[src/rtl/btn_toggle_gen_if.sv]
// Button/toggle bundle: raw button and enable in, toggle pulse, debounced level and pulse count out.
// Pure wiring, no latency and no backpressure.
interface btn_toggle_gen_if;
  logic       btn_in;
  logic       en;
  logic       t;
  logic       btn_level;
  logic [7:0] pulse_cnt;

  modport master (
    output btn_in,
    output en,
    input  t,
    input  btn_level,
    input  pulse_cnt
  );

  modport slave (
    input  btn_in,
    input  en,
    output t,
    output btn_level,
    output pulse_cnt
  );
endinterface

[src/rtl/btn_toggle_gen.sv]
// Debounced push-button to single-cycle toggle pulse, with optional auto-repeat while held.
// Press pulse DB_CYCLES+3 edges after btn_in is first sampled high; no backpressure, en only masks pulses.
module btn_toggle_gen #(
  parameter int DB_CYCLES     = 4,
  parameter int REPEAT_DELAY  = 0,
  parameter int REPEAT_PERIOD = 8,
  parameter int CNT_W         = 16
) (
  input  logic            clk,
  input  logic            rst,
  btn_toggle_gen_if.slave bus
);

  localparam logic [CNT_W-1:0] DB_LAST  = CNT_W'(DB_CYCLES - 1);
  localparam logic [CNT_W-1:0] RD_LAST  = CNT_W'((REPEAT_DELAY == 0) ? 0 : REPEAT_DELAY - 1);
  localparam logic [CNT_W-1:0] RP_LAST  = CNT_W'(REPEAT_PERIOD - 1);
  localparam logic [CNT_W-1:0] TMR_MAX  = '1;
  localparam bit               RPT_ON   = (REPEAT_DELAY != 0);

  typedef enum logic [2:0] {
    IDLE,
    DEB_PRESS,
    PRESSED,
    REPEAT,
    DEB_RELEASE
  } state_t;

  state_t           state;
  state_t           state_nxt;
  logic [2:0]       sync_q;
  logic             btn_s;
  logic [CNT_W-1:0] timer;
  logic [CNT_W-1:0] timer_nxt;
  logic             level_q;
  logic             level_nxt;
  logic             pulse_ev;
  logic             t_q;
  logic [7:0]       cnt_q;

  // Capture flop then two synchronizer stages; btn_s is the last stage.
  always_ff @(posedge clk or negedge rst) begin
    if (!rst) begin
      sync_q <= '0;
    end else begin
      sync_q <= {sync_q[1:0], bus.btn_in};
    end
  end

  assign btn_s = sync_q[2];

  always_ff @(posedge clk or negedge rst) begin
    if (!rst) begin
      state <= IDLE;
      timer <= '0;
    end else begin
      state <= state_nxt;
      timer <= timer_nxt;
    end
  end

  always_comb begin
    state_nxt = state;
    timer_nxt = (timer == TMR_MAX) ? timer : timer + CNT_W'(1);
    level_nxt = level_q;
    pulse_ev  = 1'b0;
    case (state)
      IDLE: begin
        timer_nxt = '0;
        if (btn_s) state_nxt = DEB_PRESS;
      end
      DEB_PRESS: begin
        if (!btn_s) begin
          state_nxt = IDLE;
        end else if (timer == DB_LAST) begin
          state_nxt = PRESSED;
          level_nxt = 1'b1;
          pulse_ev  = 1'b1;
        end
      end
      PRESSED: begin
        if (!btn_s) begin
          state_nxt = DEB_RELEASE;
        end else if (RPT_ON && timer == RD_LAST) begin
          state_nxt = REPEAT;
          pulse_ev  = 1'b1;
        end
      end
      REPEAT: begin
        if (!btn_s) begin
          state_nxt = DEB_RELEASE;
        end else if (timer == RP_LAST) begin
          pulse_ev  = 1'b1;
          timer_nxt = '0;
        end
      end
      DEB_RELEASE: begin
        if (btn_s) begin
          state_nxt = PRESSED;
        end else if (timer == DB_LAST) begin
          state_nxt = IDLE;
          level_nxt = 1'b0;
        end
      end
      default: state_nxt = IDLE;
    endcase
    // Every state change restarts the timer, including a bounce back into PRESSED.
    if (state_nxt != state) timer_nxt = '0;
  end

  always_ff @(posedge clk or negedge rst) begin
    if (!rst) begin
      level_q <= 1'b0;
      t_q     <= 1'b0;
      cnt_q   <= '0;
    end else begin
      level_q <= level_nxt;
      t_q     <= pulse_ev & bus.en;
      if (pulse_ev && bus.en) cnt_q <= cnt_q + 8'd1;
    end
  end

  assign bus.t         = t_q;
  assign bus.btn_level = level_q;
  assign bus.pulse_cnt = cnt_q;

endmodule

[src/flat_wrapper.sv]
// flat-port wrapper written by rule: the top's interface ports become plain ports
module btn_toggle_gen_flat 
#(
  parameter int DB_CYCLES     = 4,
  parameter int REPEAT_DELAY  = 0,
  parameter int REPEAT_PERIOD = 8,
  parameter int CNT_W         = 16
)
  (clk, rst, bus_btn_in, bus_en, bus_t, bus_btn_level, bus_pulse_cnt);
  btn_toggle_gen_if bus_i ();
  input  logic clk;
  input  logic rst;
  input wire logic [$bits(bus_i.btn_in)-1:0] bus_btn_in;
  input wire logic [$bits(bus_i.en)-1:0] bus_en;
  output wire logic [$bits(bus_i.t)-1:0] bus_t;
  output wire logic [$bits(bus_i.btn_level)-1:0] bus_btn_level;
  output wire logic [$bits(bus_i.pulse_cnt)-1:0] bus_pulse_cnt;
  assign bus_i.btn_in = bus_btn_in;
  assign bus_i.en = bus_en;
  assign bus_t = bus_i.t;
  assign bus_btn_level = bus_i.btn_level;
  assign bus_pulse_cnt = bus_i.pulse_cnt;
  btn_toggle_gen #(.DB_CYCLES(DB_CYCLES), .REPEAT_DELAY(REPEAT_DELAY), .REPEAT_PERIOD(REPEAT_PERIOD), .CNT_W(CNT_W)) u_core (.clk(clk), .rst(rst), .bus(bus_i));
endmodule
[config.mk]
export PLATFORM = sky130hd
export DESIGN_NAME = btn_toggle_gen_flat
export DESIGN_NICKNAME = d
export VERILOG_FILES = /design/src/rtl/btn_toggle_gen_if.sv /design/src/rtl/btn_toggle_gen.sv /design/src/flat_wrapper.sv
export SDC_FILE = /design/constraint.sdc
export NUM_CORES = 1
export LEC_CHECK = 0
export CORE_ASPECT_RATIO = 1.5
export CORE_MARGIN = 5
export CORE_UTILIZATION = 34
export DETAILED_ROUTE_END_ITERATION = 10
export PLACE_DENSITY_LB_ADDON = 0.3
export SETUP_SLACK_MARGIN = 0.02
export SLEW_MARGIN = 0
export SYNTH_ARGS = -nofsm -noshare
export SYNTH_HDL_FRONTEND = slang
export SYNTH_SLANG_ARGS = --single-unit
[constraint.sdc]
create_clock -name clk -period 1.5 [get_ports clk]
set_input_delay 0.15 -clock clk [delete_from_list [all_inputs] [get_ports clk]]
set_output_delay 0.15 -clock clk [all_outputs]
set_load 0.005 [all_outputs]
### After elaboration in Yosys (flattened, before gate mapping)

Index checks and enable logic that the tools add are counted.

* register bits: 32
* output and inout port bits: 10
* word-level logic and storage cells: 48

* mux-type cells: 22
* equality and inequality tests: 12
* bitwise operators: 1
* add/sub/neg operators: 2
* reduce and logical (&&, ||, !) cells: 5

Operator list (count)
* 2-to-1 mux 16 bit: 4
* case mux 16 bit (2 select lines): 1
* 2-to-1 mux 3 bit: 6
* adder 16 x 1 -> 16 bit (second input constant): 1
* equality test 16 bit (second input constant): 1
* equality test 16 x 2 -> 1 bit (second input constant): 1
* equality test 16 x 3 -> 1 bit (second input constant): 1
* case mux 3 bit (4 select lines): 1
* adder 8 x 1 -> 8 bit (second input constant): 1
* 2-to-1 mux 1 bit: 8
* equality test 3 x 2 -> 1 bit (second input constant): 2
* inequality test 2 x 1 -> 1 bit (second input constant): 3
* AND reduction 5 bit: 1
* case mux 1 bit (2 select lines): 2
* equality test 3 x 1 -> 1 bit (second input constant): 1
* equality test 3 bit (second input constant): 1
* logical NOT 3 bit: 1
* inequality test 3 bit: 1
* inequality test 2 bit (second input constant): 1
* nonzero test 2 bit: 1
* OR reduction 2 bit: 1
* AND 1 bit: 1
* logical AND 1 bit: 1

### Longest topological paths before layout

* depth in word-level cells: 6
* depth in mapped cells: 6

### Worst setup path before layout

OpenSTA, ideal clock, no wires.

* path kind: reg2reg
* start point: register u_core.timer[5]
* end point: register u_core.cnt_q[1] (netlist: u_core.bus.pulse_cnt[1])
* path buffers: 0
* period minus slack after synthesis: 1671 ps
* path slack: -171 ps
* stages on the path, launching flop included: 5
* data arrival time: 1546 ps
* cell sequence: dfrtp_1 -> nor4_4 -> nand4_1 -> nor2_1 -> mux2_2

* word-level cells in the longest chain between the ends: 5

Ends and longest elaborated chain
* start, declared: line btn_toggle_gen.sv:32 `logic [CNT_W-1:0] timer;`
* start signal, assigned: line btn_toggle_gen.sv:57 `timer <= timer_nxt;`
* equality test 16 x 3 -> 1 bit / equality test 16 x 2 -> 1 bit (equally long branches): line btn_toggle_gen.sv:91, btn_toggle_gen.sv:74
* 2-to-1 mux 1 bit (on tied branches): line btn_toggle_gen.sv:91, btn_toggle_gen.sv:74
* 2-to-1 mux 1 bit (on tied branches): line btn_toggle_gen.sv:89, btn_toggle_gen.sv:72
* case mux 1 bit (2 select lines) *: line btn_toggle_gen.sv:66 `case (state)`
* logical AND 1 bit *: line btn_toggle_gen.sv:118 `if (pulse_ev && bus.en) cnt_q <= cnt_q + 8'd1;`
* end signal, assigned: line btn_toggle_gen.sv:118
* end, declared: line btn_toggle_gen.sv:38 `logic [7:0] cnt_q;`

Every way passes the cells marked *; elsewhere a longest branch is shown, timed or not.
A chain may end at the register's enable or synchronous reset.

### Worst setup path after layout

* start point: register u_core.timer[1]
* end point: register u_core.timer[5]

* word-level cells in the longest chain between the ends: 6

Ends and longest elaborated chain
* adder 16 x 1 -> 16 bit, or another cell as far along: line btn_toggle_gen.sv:63 `timer_nxt = (timer == TMR_MAX) ? timer : timer + CNT_W'(1);`
* 2-to-1 mux 16 bit, or another cell as far along: line btn_toggle_gen.sv:63
* 2-to-1 mux 16 bit, or another cell as far along: line btn_toggle_gen.sv:91 `end else if (timer == RP_LAST) begin`
* 2-to-1 mux 16 bit / case mux 3 bit (4 select lines) (equally long branches): line btn_toggle_gen.sv:89, btn_toggle_gen.sv:66
* case mux 16 bit (2 select lines) / inequality test 3 bit (equally long branches): line btn_toggle_gen.sv:66, btn_toggle_gen.sv:107
* 2-to-1 mux 16 bit *: line btn_toggle_gen.sv:107 `if (state_nxt != state) timer_nxt = '0;`
* named net u_core.timer_nxt[5]: line btn_toggle_gen.sv:33 `logic [CNT_W-1:0] timer_nxt;`

The timed path passes the listed nets; every way through them passes the cells marked *.

==> flow_summary.yaml <==
finish:
  fin_cells: 329
  fin_nets: 266
  area_delta_synth_final_pct: 63.3
  antenna_cells: 0
  drive_gt1_frac: 0.475
synth:
  syn_nets: 182
  synth-main-ff-cell: "dfrtp_1"
  synth_warnings: 0
  ys_seq_area_frac: 0.445
  synth_area_mm2: 0.00180
  syn_area_per_cell_um2: 10.2
  synth_cell_types: 47
  synth_edf_count: 0
  synth_most_common_cell: "dfrtp_1"
  synth.area.top_cells: "dfrtp_1 45%, a22oi_1 3.8%, nand4_1 3.5%"
  synth-seq-cells: 32
  yosysTopAreaCellShare: 0.445
  syn_inst: 176
  synth_top_cell_by_area: "dfrtp_1"
  synth_common_cells: "32 x dfrtp_1, 10 x nand4_1"
  synthArstFlopShare: 1.00
setup_path:
  path_common_cell: "buf_4"
  cp-start-kind: "register"
  critical_path.cell_chain: "ha_2 > buf_4 > nand4_1 > nor4_4 > buf_4 > or4_2 > a22oi_2"
  rr_startpoint: "u_core.timer[1]"
  cp_slowest_cell: "or4_2"
  cp_max_fo: 8
  rrSetupSlack_ns: -0.35
  critPathBufInv: 2
  critical_path_required_ns: 1.71
  reg2reg_to: "u_core.timer[5]"
  cpPeakStageDelay_ns: 0.56
  rr_worst_depth: 7
  critPathKind: "register to register"
  critPathCaptureType: "register"
  worst_ep_arrival_time_ns: 2.07
  critPathTopFamily: "simple AND/OR/NAND/NOR gates"
clocking:
  clk_pin_slew_ns: 0.08
  clk_latency_ns: 0.29
  cts_sinks: 32
  ctsLongestPathBuffers: 2
  cts_tree: "done"
  root_buffer: "clkbuf_8"
  cts_buffers: 5
  postCtsHoldBufs: 0
  htree_levels: 2
global_routing:
  grt_use_total: 0.161
  antenna_found_initial: 0
  grt_max_degree: 33
  grt_pass1_wl_um: 8980
  grt_pass1_vias: 1922
  overflow: 0
detailed_routing:
  routed_wl_um: 5520
  wl_per_cell_um: 16.8
  dr.first_iter.drc_count: 104
  drc: 0
  drt-vias-per-instance: 5.59
  via_count: 1838
  dr.pass1.iters: 4
  drt.antenna.violating_nets: 0
sta:
  setup_viol: 28
  fmax_mhz: 540
  worst_pin_slew_ns: 0.400
  setup_ws_ns: -0.353
  hold_ws_ns: 0.244
  max_slew_margin: 0.731
  layout_min_cycle_time_ns: 1.85
  fin_skew_ns: 0.0142
  hold_viol_final: 0
  min_period_over_period: 1.24
  rsz0062_at_grt: "yes"
  drv_slew: 0
die:
  die_x_um: 69.4
  die_area_mm2: 0.00688
  rows: 32
  ios: 14
  core_area_mm2: 0.00512
  initial_core_util: 0.351
  die_h_um: 99.1
power_and_ir_drop:
  irDropWorstVdd_uv: 335
  leakagePower_nw: 1.29
  p_int_mw: 1.45
  seqPwrFrac: 0.474
  power.clock.fraction: 0.441
  power_switching_mw: 0.416
  sw_frac_of_total: 0.223
  combPwrFrac: 0.085
  power_density_mw_per_mm2: 634
placed_design:
  place.gp.congestion: 0.824
  dpl.hpwl_um: 3560
  port_buffers: 13
  dp.cells: 307
outcome:
  violations: "negative setup slack"
  status: "complete, but fails checks"
run:
  drv_cap: 0
hold_path:
  holdCritPathClass: "primary input to asynchronous set/reset pin"
## layout by cell type (no fill, tap or decap), drive strengths merged, types with 2 or more instances in the layout
cell type       n
and4            3
ha              2
buf            71
o21ai           4
clkbuf          6
clkdlybuf4s50  13
o31ai           8
a211oi          2
nand2           9
xnor2           2
nand2b          2
or3             4
inv             5
nor2            7
and3            5
a22oi           9
xor2            7
a21oi           7
dfrtp          32
nand4          11
or4             6
nor4           11
nor3            5
a221oi          3
nand3           9
## repair_timing
action / 4_1_cts / 5_1_grt
gates resized for setup: 52 / 10
buffers inserted: 13 / 6
gates cloned: 1 / 0
setup endpoints to repair: 28 / 29
pin swaps: 29 / 24
## sequential cells by signal, indices dropped and copies added (netlist names)
| name | cells |
|---|---|
| u_core.bus.pulse_cnt | 8 |
| u_core.timer | 16 |
| u_core.state | 3 |
| u_core.bus.t | 1 |
| u_core.sync_q | 3 |
| u_core.bus.btn_level | 1 |
## worst max-delay path by stage
stage                                 from              end  slack (ns)  cells past startpoint
final                      u_core.timer[1]  u_core.timer[5]       -0.35                      7
after global placement     u_core.timer[6]  u_core.timer[2]       -0.34                      6
after floorplan           u_core.timer[13]  u_core.timer[7]       -0.15                      5
after global routing       u_core.timer[1]  u_core.timer[5]       -0.39                      7
after detailed placement   u_core.timer[6]  u_core.timer[2]       -0.35                      6
after CTS                  u_core.timer[6]  u_core.timer[1]       -0.23                      5
## power by group through the flow
| stage | Sequential (mW) | Clock [mW] | Combinational, mW |
|---|---|---|---|
| 2_1_floorplan | 0.901 | 0 | 0.0396 |
| 3_3_place_gp | 0.898 | 0 | 0.113 |
| 3_5_place_dp | 0.898 | 0 | 0.114 |
| 4_1_cts | 0.882 | 0.830 | 0.156 |
| 5_1_grt | 0.883 | 0.870 | 0.177 |
| 6_report | 0.882 | 0.821 | 0.159 |
## cell type report
cell class,instances,area [um^2]
tap,68,85.1
clock buffer,6,72.6
multi-input combinational,132,1190
fill,456,2190
sequential,32,803
clock inverter,2,35.0
timing repair buffer,84,732
inverter,5,18.8
## logic make-up after synthesis
| family | share of synthesized area |
|---|---|
| AO/OA/AOI/OAI | 0.168 |
| XOR/XNOR | 0.0438 |
| adder cells (fa/ha/maj) | 0.0139 |
| buffers and inverters | 0.0334 |
| flip-flops | 0.445 |
| multiplexers | 0.0118 |
| AND/OR/NAND/NOR | 0.284 |
## through the flow
step                      total power [mW]  utilization  TNS [ns]  worst slack [ns]  cell area [um^2]
after CTS                             1.87        0.562     -4.69            -0.234              2880
after detailed placement              1.01        0.472     -5.95            -0.348              2420
after global placement                1.01        0.472     -5.35            -0.343              2420
after global routing                  1.93        0.573     -8.59            -0.386              2940
after floorplan                      0.940            -     -2.39            -0.150              1810
final                                 1.86        0.573     -6.69            -0.353              2940
## metal layers
metal | vias up | part of all wire | track usage
li1 | 858 | - | -
met1 | 919 | 0.37 | 0.163
met2 | 45 | 0.56 | 0.310
met3 | 16 | 0.029 | 0.0324
met4 | 0 | 0.036 | 0.0737
met5 | - | 0 | 0
(Power assumes the default switching activity.)
